### config.mk
export PLATFORM = sky130hd
export DESIGN_NAME = buzzer_sequencer_flat
export DESIGN_NICKNAME = d
export VERILOG_FILES = /design/src/rtl/buzzer_sequencer_if.sv /design/src/rtl/buzzer_sequencer.sv /design/src/flat_wrapper.sv
export SDC_FILE = /design/constraint.sdc
export NUM_CORES = 1
export LEC_CHECK = 0
export CORE_MARGIN = 2
export CORE_UTILIZATION = 55
export CTS_CLUSTER_SIZE = 25
export DETAILED_ROUTE_END_ITERATION = 10
export PLACE_DENSITY_LB_ADDON = 0.08
export SKIP_CTS_REPAIR_TIMING = 1
export SLEW_MARGIN = 20
export SYNTH_ARGS = -nofsm -noshare
export SYNTH_HDL_FRONTEND = slang
export SYNTH_SLANG_ARGS = --single-unit
### constraint.sdc
create_clock -name clk -period 9.31 [get_ports clk]
set_input_delay 2.793 -clock clk [delete_from_list [all_inputs] [get_ports clk]]
set_output_delay 2.793 -clock clk [all_outputs]
set_load 0.05 [all_outputs]
### src/rtl/buzzer_sequencer_if.sv
// Register-port bus shared by the CPU side and the Buzzer side of the sequencer.
// A master drives the write/read strobes and addresses; a slave returns registered read data.
interface buzzer_sequencer_if;
    logic [7:0]  addrIn;
    logic [7:0]  addrOut;
    logic [3:0]  sizeDecode;
    logic [31:0] dataIn;
    logic [31:0] dataOut;

    modport master (
        output addrIn,
        output addrOut,
        output sizeDecode,
        output dataIn,
        input  dataOut
    );

    modport slave (
        input  addrIn,
        input  addrOut,
        input  sizeDecode,
        input  dataIn,
        output dataOut
    );
endinterface

### src/rtl/buzzer_sequencer.sv
// Melody sequencer: CPU loads notes and a gap on port cpu, playback drives Buzzer registers on port bz.
// Defining BUZ_SEQ_IRQ_EN adds the irq port, CTRL[6] IRQEN and a sticky STAT[16] done flag.
//
// state   | meaning
// IDLE    | waiting for START with at least one note loaded
// CFG     | write OUTP (output select) to Buzzer
// LD_NOTE | write NOTE of the current entry
// LD_TIME | write TIME (duration) of the current entry
// SETTLE  | two cycles for Buzzer register and readback latency
// PLAY    | poll Buzzer TIME readback until it reaches zero
// GAP     | wait the inter-note gap in ms
// NEXT    | advance, wrap (loop) or finish
module buzzer_sequencer #(
    parameter int DEPTH     = 16,
    parameter int MS_CYCLES = 50000
) (
    input  logic               clk,
    input  logic               rst,
    buzzer_sequencer_if.slave  cpu,
    buzzer_sequencer_if.master bz,
`ifdef BUZ_SEQ_IRQ_EN
    output logic               irq,
`endif
    output logic               busy
);
    localparam int IW  = $clog2(DEPTH);
    localparam int CW  = IW + 1;
    localparam int MSW = (MS_CYCLES > 1) ? $clog2(MS_CYCLES) : 1;
    localparam logic [MSW-1:0] MS_LAST = MSW'(MS_CYCLES - 1);

    typedef enum logic [2:0] {
        IDLE    = 3'd0,
        CFG     = 3'd1,
        LD_NOTE = 3'd2,
        LD_TIME = 3'd3,
        SETTLE  = 3'd4,
        PLAY    = 3'd5,
        GAP     = 3'd6,
        NEXT    = 3'd7
    } state_t;

    state_t          state, state_n;
    logic [3:0]      mem_note [DEPTH];
    logic [15:0]     mem_dur  [DEPTH];
    logic [CW-1:0]   count;
    logic [IW-1:0]   play_idx, play_idx_n;
    logic [15:0]     gap, gap_ms;
    logic [MSW-1:0]  ms_cnt;
    logic            settle_cnt;
    logic            loop_en, overflow;
    logic [1:0]      outsel;
    logic            stop_pend, stop_pend_n;
    logic            bz_wr;
    logic [1:0]      bz_word;
    logic [31:0]     bz_data;
    logic            done_evt;
    logic            irqen_rd, done_rd;
    logic [3:0]      cur_note;
    logic [15:0]     cur_dur;
    logic [31:0]     stat, ctrl_rd;

    logic [1:0] wa, ra;
    logic       wr_any, ctrl_wr, gap_wr, push_req, start_req, stop_req, clear_req;
    logic       full, empty;

    assign wa        = cpu.addrIn[1:0];
    assign ra        = cpu.addrOut[1:0];
    assign wr_any    = (cpu.sizeDecode != 4'h0);
    assign ctrl_wr   = wr_any && (wa == 2'd0) && cpu.sizeDecode[0];
    assign gap_wr    = wr_any && (wa == 2'd2);
    assign push_req  = (wa == 2'd1) && (cpu.sizeDecode == 4'hF);
    assign stop_req  = ctrl_wr && cpu.dataIn[1];
    assign start_req = ctrl_wr && cpu.dataIn[0] && !cpu.dataIn[1];
    assign clear_req = ctrl_wr && cpu.dataIn[3] && (state == IDLE);
    assign full      = (count == CW'(DEPTH));
    assign empty     = (count == '0);
    assign busy      = (state != IDLE);
    assign cur_note  = mem_note[play_idx];
    assign cur_dur   = mem_dur[play_idx];

    always_ff @(posedge clk) begin
        if (rst) begin
            state      <= IDLE;
            play_idx   <= '0;
            stop_pend  <= 1'b0;
            count      <= '0;
            overflow   <= 1'b0;
            gap        <= '0;
            loop_en    <= 1'b0;
            outsel     <= 2'b00;
            gap_ms     <= '0;
            ms_cnt     <= '0;
            settle_cnt <= 1'b0;
        end else begin
            state     <= state_n;
            play_idx  <= play_idx_n;
            stop_pend <= stop_pend_n;
            if (clear_req) begin
                count    <= '0;
                overflow <= 1'b0;
            end else if (push_req) begin
                if (full) overflow <= 1'b1;
                else      count    <= count + 1'b1;
            end
            if (ctrl_wr) begin
                loop_en <= cpu.dataIn[2];
                outsel  <= cpu.dataIn[5:4];
            end
            if (gap_wr && cpu.sizeDecode[0]) gap[7:0]  <= cpu.dataIn[7:0];
            if (gap_wr && cpu.sizeDecode[1]) gap[15:8] <= cpu.dataIn[15:8];
            // Gap timer reloads while outside GAP so it is armed on entry.
            if (state != GAP) begin
                gap_ms <= gap;
                ms_cnt <= MS_LAST;
            end else if (gap_ms != 16'd0) begin
                if (ms_cnt == '0) begin
                    gap_ms <= gap_ms - 1'b1;
                    ms_cnt <= MS_LAST;
                end else begin
                    ms_cnt <= ms_cnt - 1'b1;
                end
            end
            if (state != SETTLE) settle_cnt <= 1'b1;
            else                 settle_cnt <= 1'b0;
        end
    end

    always_ff @(posedge clk) begin
        if (!rst && push_req && !full) begin
            mem_note[count[IW-1:0]] <= cpu.dataIn[3:0];
            mem_dur[count[IW-1:0]]  <= cpu.dataIn[31:16];
        end
    end

    always_comb begin
        state_n     = state;
        play_idx_n  = play_idx;
        stop_pend_n = stop_pend;
        bz_wr       = 1'b0;
        bz_word     = 2'd0;
        bz_data     = 32'd0;
        done_evt    = 1'b0;
        if (stop_pend) begin
            bz_wr       = 1'b1;
            bz_word     = 2'd1;
            stop_pend_n = 1'b0;
            state_n     = IDLE;
        end else if (stop_req && (state != IDLE)) begin
            stop_pend_n = 1'b1;
        end else begin
            case (state)
                IDLE: begin
                    if (start_req && !empty && !clear_req) begin
                        state_n    = CFG;
                        play_idx_n = '0;
                    end
                end
                CFG: begin
                    bz_wr   = 1'b1;
                    bz_word = 2'd2;
                    bz_data = {30'd0, outsel};
                    state_n = LD_NOTE;
                end
                LD_NOTE: begin
                    bz_wr   = 1'b1;
                    bz_word = 2'd0;
                    bz_data = {28'd0, cur_note};
                    state_n = (cur_dur == 16'd0) ? GAP : LD_TIME;
                end
                LD_TIME: begin
                    bz_wr   = 1'b1;
                    bz_word = 2'd1;
                    bz_data = {16'd0, cur_dur};
                    state_n = SETTLE;
                end
                SETTLE: if (!settle_cnt) state_n = PLAY;
                PLAY:   if (bz.dataOut == 32'd0) state_n = GAP;
                GAP:    if (gap_ms == 16'd0) state_n = NEXT;
                NEXT: begin
                    if (({1'b0, play_idx} + 1'b1) < count) begin
                        play_idx_n = play_idx + 1'b1;
                        state_n    = LD_NOTE;
                    end else if (loop_en) begin
                        play_idx_n = '0;
                        state_n    = LD_NOTE;
                    end else begin
                        state_n  = IDLE;
                        done_evt = 1'b1;
                    end
                end
                default: state_n = IDLE;
            endcase
        end
    end

    assign bz.sizeDecode = bz_wr ? 4'hF : 4'h0;
    assign bz.addrIn     = {6'd0, bz_word};
    assign bz.dataIn     = bz_data;
    assign bz.addrOut    = 8'd1;

    always_comb begin
        stat        = '0;
        stat[0]     = busy;
        stat[1]     = empty;
        stat[2]     = full;
        stat[3]     = overflow;
        stat[8:4]   = 5'(count);
        stat[12:9]  = 4'(play_idx);
        stat[15:13] = state;
        stat[16]    = done_rd;
    end

    assign ctrl_rd = {25'd0, irqen_rd, outsel, 1'b0, loop_en, 2'b00};

    always_ff @(posedge clk) begin
        if (rst) begin
            cpu.dataOut <= '0;
        end else begin
            case (ra)
                2'd0:    cpu.dataOut <= ctrl_rd;
                2'd2:    cpu.dataOut <= {16'd0, gap};
                2'd3:    cpu.dataOut <= stat;
                default: cpu.dataOut <= '0;
            endcase
        end
    end

`ifdef BUZ_SEQ_IRQ_EN
    logic irqen, done;
    logic stat_wr;

    assign stat_wr = (wa == 2'd3) && cpu.sizeDecode[2] && cpu.dataIn[16];

    always_ff @(posedge clk) begin
        if (rst) begin
            irqen <= 1'b0;
            done  <= 1'b0;
            irq   <= 1'b0;
        end else begin
            irq <= done_evt && irqen;
            if (ctrl_wr) irqen <= cpu.dataIn[6];
            if (done_evt)     done <= 1'b1;
            else if (stat_wr) done <= 1'b0;
        end
    end

    assign irqen_rd = irqen;
    assign done_rd  = done;

    logic unused_bits;
    assign unused_bits = ^{cpu.addrIn[7:2], cpu.addrOut[7:2]};
`else
    assign irqen_rd = 1'b0;
    assign done_rd  = 1'b0;

    logic unused_bits;
    assign unused_bits = ^{cpu.addrIn[7:2], cpu.addrOut[7:2], done_evt};
`endif
endmodule

### src/flat_wrapper.sv
// flat-port wrapper written by rule: the top's interface ports become plain ports
module buzzer_sequencer_flat 
#(
    parameter int DEPTH     = 16,
    parameter int MS_CYCLES = 50000
)
  (clk, rst, busy, cpu_addrIn, cpu_addrOut, cpu_sizeDecode, cpu_dataIn, cpu_dataOut, bz_addrIn, bz_addrOut, bz_sizeDecode, bz_dataIn, bz_dataOut);
  buzzer_sequencer_if cpu_i ();
  buzzer_sequencer_if bz_i ();
  input  logic clk;
  input  logic rst;
  output logic busy;
  input wire logic [$bits(cpu_i.addrIn)-1:0] cpu_addrIn;
  input wire logic [$bits(cpu_i.addrOut)-1:0] cpu_addrOut;
  input wire logic [$bits(cpu_i.sizeDecode)-1:0] cpu_sizeDecode;
  input wire logic [$bits(cpu_i.dataIn)-1:0] cpu_dataIn;
  output wire logic [$bits(cpu_i.dataOut)-1:0] cpu_dataOut;
  output wire logic [$bits(bz_i.addrIn)-1:0] bz_addrIn;
  output wire logic [$bits(bz_i.addrOut)-1:0] bz_addrOut;
  output wire logic [$bits(bz_i.sizeDecode)-1:0] bz_sizeDecode;
  output wire logic [$bits(bz_i.dataIn)-1:0] bz_dataIn;
  input wire logic [$bits(bz_i.dataOut)-1:0] bz_dataOut;
  assign cpu_i.addrIn = cpu_addrIn;
  assign cpu_i.addrOut = cpu_addrOut;
  assign cpu_i.sizeDecode = cpu_sizeDecode;
  assign cpu_i.dataIn = cpu_dataIn;
  assign cpu_dataOut = cpu_i.dataOut;
  assign bz_addrIn = bz_i.addrIn;
  assign bz_addrOut = bz_i.addrOut;
  assign bz_sizeDecode = bz_i.sizeDecode;
  assign bz_dataIn = bz_i.dataIn;
  assign bz_i.dataOut = bz_dataOut;
  buzzer_sequencer #(.DEPTH(DEPTH), .MS_CYCLES(MS_CYCLES)) u_core (.clk(clk), .rst(rst), .cpu(cpu_i), .bz(bz_i), .busy(busy));
endmodule
After elaboration in Yosys (flattened, before gate mapping)

Memories as Yosys holds them, arrays and structs flattened. A register that Yosys moved wholly into a read port is not among the register bits.
Cells that the tools add are included.

$add $sub $neg: 5
Multipliers: 0
Div/mod/pow operators: 0
Order comparisons: 1
Equal/unequal tests: 20
Shifts and indexed selects: 0
Multiplexer cells: 37
Bitwise gates (word level): 3
Reductions and logical operators: 44

Operator list:

| cell                                                                   | count |
|---|---|
| 16-bit two-way mux                                                     | 6 |
| 16-bit case mux with 3 select lines                                    | 2 |
| 32-bit two-way mux                                                     | 2 |
| 16-bit logical NOT                                                     | 3 |
| 32-bit logical NOT                                                     | 1 |
| 4-bit two-way mux                                                      | 8 |
| 16-bit by 1-bit subtractor with 16-bit output (second input constant)  | 2 |
| 3-bit case mux with 8 select lines                                     | 1 |
| 3-bit two-way mux                                                      | 6 |
| 1-bit logical AND                                                      | 16 |
| 16-bit nonzero test                                                    | 1 |
| 3-bit equality test (second input constant)                            | 4 |
| 5-bit AND reduction                                                    | 2 |
| 4-bit case mux with 2 select lines                                     | 1 |
| 1-bit two-way mux                                                      | 7 |
| 2-bit equality test (second input constant)                            | 3 |
| 3-bit by 2-bit equality test with 1-bit output (second input constant) | 2 |
| 2-bit two-way mux                                                      | 3 |
| 3-bit inequality test (second input constant)                          | 2 |
| 2-bit AND reduction                                                    | 3 |
| 2-bit nonzero test                                                     | 3 |
| 2-bit OR reduction                                                     | 3 |
| 4-bit by 1-bit adder with 5-bit output (second input constant)         | 1 |
| 5-bit by 1-bit adder with 5-bit output (second input constant)         | 1 |
| other kinds (18)                                                       | 27 |

Flip-flop bits (word level): 98
Latch bits: 0
RAM bits: 320
ROM bits: 0
Output and inout port bits: 85
Logic and storage cells: 126
Memories: 2

Memories:

| name            | depth | bits a word | rd ports | clocked after memory_dff | wr ports | RTL line               | RTL |
|---|---|---|---|---|---|---|---|
| u_core.mem_dur  | 16    | 16          | 1        | 1                        | 1        | buzzer_sequencer.sv:44 | `logic [15:0] mem_dur [DEPTH];` |
| u_core.mem_note | 16    | 4           | 1        | 1                        | 1        | buzzer_sequencer.sv:43 | `logic [3:0] mem_note [DEPTH];` |

Longest topological paths before layout

Gate-level depths: netlist of run 1.

Depth in word-level cells: 11
Mapped depth: 11

Worst setup path before layout of run 1

OpenSTA, ideal clock, no wires.

Kind: input port to output port
From: input cpu_sizeDecode[0]
To: output bz_dataIn[15]
Arrival time: 4.511 ns
Data required time: 6.517 ns
Setup slack: 2.006 ns
Stages on the path: 6
Path buffers: 1
Path through: nor3b_1 -> and2_1 -> nor3_1 -> nand3_1 -> clkbuf_1 -> a21oi_1

Longest elaborated chain between the ends: 7

Ends and longest elaborated chain:

| what                 | RTL line                | RTL |
|---|---|---|
| start: declaration   | flat_wrapper.sv:15      | `input wire logic [$bits(cpu_i.sizeDecode)-1:0] cpu_sizeDecode;` |
| 4-bit nonzero test   | buzzer_sequencer.sv:68  | `assign wr_any = (cpu.sizeDecode != 4'h0);` |
| 1-bit logical AND    | buzzer_sequencer.sv:69  | `assign ctrl_wr = wr_any && (wa == 2'd0) && cpu.sizeDecode[0];` |
| 1-bit logical AND *  | buzzer_sequencer.sv:69  |  |
| 1-bit logical AND *  | buzzer_sequencer.sv:72  | `assign stop_req = ctrl_wr && cpu.dataIn[1];` |
| 1-bit logical AND *  | buzzer_sequencer.sv:148 | `end else if (stop_req && (state != IDLE)) begin` |
| 32-bit two-way mux * | buzzer_sequencer.sv:148 |  |
| 32-bit two-way mux * | buzzer_sequencer.sv:143 | `if (stop_pend) begin` |
| end: declaration     | flat_wrapper.sv:21      | `output wire logic [$bits(bz_i.dataIn)-1:0] bz_dataIn;` |

Every way passes the cells marked *; elsewhere a longest branch is shown, timed or not.

Final worst setup path of run 1

From: input cpu_sizeDecode[0]
To: output bz_dataIn[14]

The elaborated chain is that of the path after synthesis.

==> impl_metrics.tcl, run 1 <==
set metrics [dict create \
    htreeDepth 2 \
    wl_met3_um 2860 \
    final_cell_mix "320 x edfxtp_1, 100 x clkdlybuf4s50_1, 84 x dfxtp_1" \
    routedWlPerCell_um 23.0 \
    grt_pass1_wl_um 56300 \
    grtUsageTotal_pct 24.0 \
    drt-total-wl_um 38000 \
    vias 9846 \
    io_buffer_count 112 \
    nets 1321 \
    slew_headroom_pct 26.4 \
    ys_seq_elements 406 \
    grt_pass1_vias 9415 \
    postSynth.topFlopCell "edfxtp_1" \
    hold_viol_final 0 \
    yosysWarnings 0 \
    power.total_mw 3.77 \
    cts_tree "yes" \
    wl_met2_um 18700 \
    n_antenna_cell 0 \
    fin_ws_ps 794 \
    r2r_cells 8 \
    cts_num_sinks 406 \
    dieArea_um2 32100 \
    layout_commonest_cell "edfxtp_1" \
    clkTransAtPathRegs_ps 60 \
    hpwl_um 23400 \
    worst_slew_pin_slew_ps 1100 \
    dpl_worst_slack_ps 830 \
    wl_met1_um 15700 \
    setup_viol 0 \
    endpoint_kind "primary output" \
    crit_type "in2out" \
    gp_congestion 0.801 \
    detail_route.iter0.violations 883 \
    grt_setup_unrepaired "no" \
    maxCapViolCount 0 \
    leakagePower_nw 6.36 \
    ys_seq_area_share_pct 67.2 \
    max_freq_ghz 0.117 \
    clock_skew_ps 10.5 \
    antenna_found_initial 0 \
    final_cell_count_no_fill 1652 \
    fillers 2198 \
    hold_depth 2 \
    syn_to_final_growth_pct 15.7 \
    netlist_instances 1102 \
    via_per_inst 5.96 \
    placed_cells 1574 \
    route.detailed.drc 0 \
    slew_violations 0 \
    drt_pre_antenna_iters 5 \
    top_layer "met4" \
    io_pins 171 \
    core-area_um2 30300 \
    synth_edf_count 320 \
    die_x_um 179 \
    finalCritPeriodShare_pct 91.5 \
    grt_max_degree 64 \
    status "finished clean" \
    crit_fanout 11 \
    cp.arrival_ps 5720 \
    layout-drive-gt1-share_pct 16.0 \
    syn_area_um2 16900 \
    synthArstFlopShare_pct 0 \
    gr-total-overflow 0 \
    fin_crit_ps 8520 \
    cts-buffers-inserted 43 \
    clock_latency_ps 540 \
    ant_nets 0 \
    syn_area_per_cell_um2 15.3 \
    rows 64 \
    clk_path_buf_depth 3 \
    netlist-cell-type-count 57 \
    start_kind "input port" \
    fin_util_pct 64.3 \
    start_util_pct 55.5 \
    setup_tns_ps 0 \
    die_h_um 179 \
    required_ps 6520 \
    power.density_nw_per_um2 193 \
    peakVddDrop_uv 177 \
    clockRootBuffer "clkbuf_16" \
    hp-class "reg2reg" \
]
cell type report:
class	count	area (µm²)	area share (%)
flip-flops and latches	406	11300	58.1
multi-input cells	614	5040	25.8
repair buffers	140	1300	6.66
clock buffers	59	1140	5.83
well taps	396	495	2.54
clock inverters	19	125	0.642
inverters	18	67.6	0.346
cell usage after synthesis, types with 5 or more instances:
cell type    n  area share [%]
mux2i_1     33             2.0
buf_4       52             2.3
mux4_2      77              10
nand2b_1     7            0.26
a311oi_1     9            0.47
or4_1        9            0.40
clkbuf_1    30            0.67
nand4_1     11            0.41
buf_1       13            0.29
nor3_1      29            0.86
nand2_1     48             1.1
o21a_1       5            0.22
nand3_1     27            0.80
a22o_1      12            0.62
nor2b_1     12            0.45
inv_1       18            0.40
ha_1        12            0.89
a21oi_1     48             1.4
o21ai_0     21            0.62
or3_1        6            0.22
a22oi_1     11            0.49
nor2_1      87             1.9
nor4_1      16            0.59
a221oi_1    16            0.83
a211oi_1     8            0.36
edfxtp_1   320              57
or2_2        5            0.19
buf_2       10            0.30
and3_1       6            0.22
xnor2_1      9            0.47
dfxtp_1     86              10
critical path: stages:
cell and delay (ps):
clkdlybuf4s50_1 610, nor3b_1 240, buf_4 170, and2_1 200
nor3_1 310, nand3_1 300, nor2_1 250, clkdlybuf4s50_1 840
flip-flops by register name, summed over array words and instances, names as in the netlist, named ones only:
signal / flops
u_core.stop_pend: 1
u_core.loop_en: 1
u_core.state: 3
u_core.play_idx: 4
u_core.count: 5
u_core.settle_cnt: 1
u_core.outsel: 2
u_core.mem_note: 64
u_core.ms_cnt: 16
u_core.gap: 16
u_core.cpu.dataOut: 16
u_core.overflow: 1
u_core.mem_dur: 256
u_core.gap_ms: 16
per-layer routing:
metal | vias to the layer above | GRT usage [%]
met5 | - | 0
li1 | 4457 | -
met4 | 0 | 6.03
met1 | 4946 | 33.3
met2 | 385 | 39.8
met3 | 58 | 4.09
final timing paths:
path	end	startpoint	slack, ps
setup / recovery	bz_dataIn[14]	cpu_sizeDecode[0]	790
hold / removal	u_core.overflow	u_core.overflow	480
hold reg to reg	u_core.overflow	u_core.overflow	480
setup reg to reg	u_core.gap_ms[6]	u_core.state[1]	5860
logic make-up (layout without fill, tap and decap cells):
logic type,count (synthesis),in the layout,share of synthesized area (%)
xor gates and xnor gates,12,12,0.624
DFF,406,406,67.2
adders and majority gates,12,12,0.891
buffers and inverters,126,236,4.16
and+or+nand+nor,275,275,7.93
other,2,46,0.0446
AOI/OAI and AO/OA,152,152,6.06
muxes,117,117,13.1
power breakdown:
| group | switching (mW) | internal (mW) | total (mW) |
|---|---|---|---|
| Sequential | 0.0167 | 1.96 | 1.98 |
| Clock | 0.668 | 0.883 | 1.55 |
| Combinational | 0.163 | 0.0739 | 0.237 |
through the flow:
stage	instance area, µm²	hold slack, ps
2_1_floorplan	17000	437
3_3_place_gp	18200	451
3_5_place_dp	18200	466
4_1_cts	19500	480
5_1_grt	19500	515
6_report	19500	481
No activity file was read; power rests on OpenSTA's default activity.
==> run 2, diff against run 1 <==
DONT_BUFFER_PORTS = 1   (was default)
GPL_ROUTABILITY_DRIVEN = 1   (was default)
GPL_TIMING_DRIVEN = 0   (was default)
==> impl_metrics.tcl, run 2 (synthesis results as in run 1) <==
set metrics [dict create \
    place_area_um2 18000 \
    holdCritStartpoint "u_core.gap_ms[14]" \
    finalCritPeriodShare_pct 83.8 \
    vias 9795 \
    clock_latency_ps 550 \
    layout-drive-gt1-share_pct 21.0 \
    grt_max_degree 21 \
    rrSetupSlack_ps 5560 \
    detail_route.iter0.violations 897 \
    power.total_mw 3.77 \
    peakVddDrop_uv 154 \
    max_freq_ghz 0.128 \
    clock_skew_ps 28.6 \
    clockRootBuffer "clkbuf_16" \
    cts_num_sinks 406 \
    ant_nets 0 \
    fin_crit_ps 7810 \
    seq_power_share_pct 52.5 \
    drt-total-wl_um 39600 \
    hp-class "reg2reg" \
    route.detailed.drc 0 \
    setup_viol 0 \
    io_pins 171 \
    die_x_um 179 \
    rows 64 \
    slew_violations 0 \
    slew_headroom_pct 24.5 \
    antenna_found_initial 0 \
    start_kind "input port" \
    grtUsageTotal_pct 24.8 \
    cts_tree "yes" \
    p_sw_mw 0.856 \
    routedWlPerCell_um 24.1 \
    gp_congestion 0.883 \
    leakagePower_nw 6.39 \
    layout_commonest_cell "edfxtp_1" \
    hpwl_um 27000 \
    syn_to_final_growth_pct 14.7 \
    postLayoutCellArea_um2 19300 \
    wl_met1_um 16500 \
    crit_type "in2out" \
    nets 1312 \
    gr-total-overflow 0 \
    grt_setup_unrepaired "no" \
    hold_viol_final 0 \
    setup_tns_ps 0 \
    htreeDepth 2 \
    cts-buffers-inserted 42 \
    crit_fanout 10 \
    endpoint_kind "primary output" \
    io_buffer_count 0 \
    comb_power_share_pct 5.3 \
    power.internal_mw 2.91 \
    power.density_nw_per_um2 195 \
    worstSetupStartpoint "cpu_addrIn[1]" \
    via_per_inst 5.97 \
    top_layer "met4" \
    cp.arrival_ps 5010 \
    wl_met3_um 2690 \
    required_ps 6520 \
    largest_register_ffs 256 \
    maxCapViolCount 0 \
    core-area_um2 30300 \
    swShare_pct 22.7 \
    grt_pass1_wl_um 57600 \
    wl_met2_um 19700 \
    start_util_pct 55.5 \
    die_h_um 179 \
    final_cell_mix "320 x edfxtp_1, 86 x dfxtp_1, 77 x mux4_2" \
    clkPwrFrac_pct 42.2 \
    grt_pass1_vias 9507 \
    drt_pre_antenna_iters 5 \
    clk_path_buf_depth 3 \
    dieArea_um2 32100 \
    status "finished clean" \
    worst_slew_pin_slew_ps 1130 \
    n_antenna_cell 0 \
    clkTransAtPathRegs_ps 60 \
]
-- run 2: cell count changes in the layout (fill, tap and decap cells not counted), sizes merged --
cell           previous run  this run
buf                      40       100
clkbuf                   59        86
clkinv                   13        18
clkinvlp                  1         2
clkdlybuf4s50           100         0
inv                      22        19
-- run 2: layout make-up --
| cell class | count | area (µm²) |
|---|---|---|
| Sequential cell | 406 | 11300 |
| Fill cell | 2244 | 11000 |
| Multi-Input combinational cell | 614 | 5120 |
| Clock buffer | 54 | 1140 |
| Buffer | 108 | 634 |
| Tap cell | 396 | 495 |
| Timing Repair Buffer | 24 | 387 |
| Clock inverter | 22 | 161 |
| Inverter | 18 | 67.6 |
-- run 2: path summary, 6_finish.rpt --
check                            to  depth (start not counted)
setup / recovery      bz_dataIn[12]                          6
hold / removal    u_core.gap_ms[14]                          2
setup reg to reg    u_core.state[0]                          8
hold reg to reg   u_core.gap_ms[14]                          2
-- run 2: critical path, stage by stage --
cell,delay [ps]
nor3b_2,600
and2_1,320
nor3_1,80
nand3_1,200
clkbuf_1,570
nor2_1,440
-- run 2: power by group through the flow --
stage               clock [mW]  sequential, mW  combinational, mW
global route              1.68            1.98              0.213
global placement             0            2.01              0.195
finish                    1.59            1.98              0.200
floorplan                    0            2.01              0.171
detailed placement           0            2.01              0.197
CTS                       1.61            1.98              0.198
-- run 2: metal layers --
layer  GRT usage [%]  vias up
met5               0        -
met3            4.41       51
met2            41.8      347
met4            5.83        0
li1                -     4436
met1            33.9     4961
-- run 2: through the flow --
step	cells	hold WS, ps	util (%)	setup slack [ps]
final	1642	478	63.7	1500
after global routing	1642	508	63.7	1390
after CTS	1642	480	63.7	1510
after detailed placement	1566	471	59.4	1530
after global placement	1542	461	57.7	1020
after floorplan	1146	437	-	2010
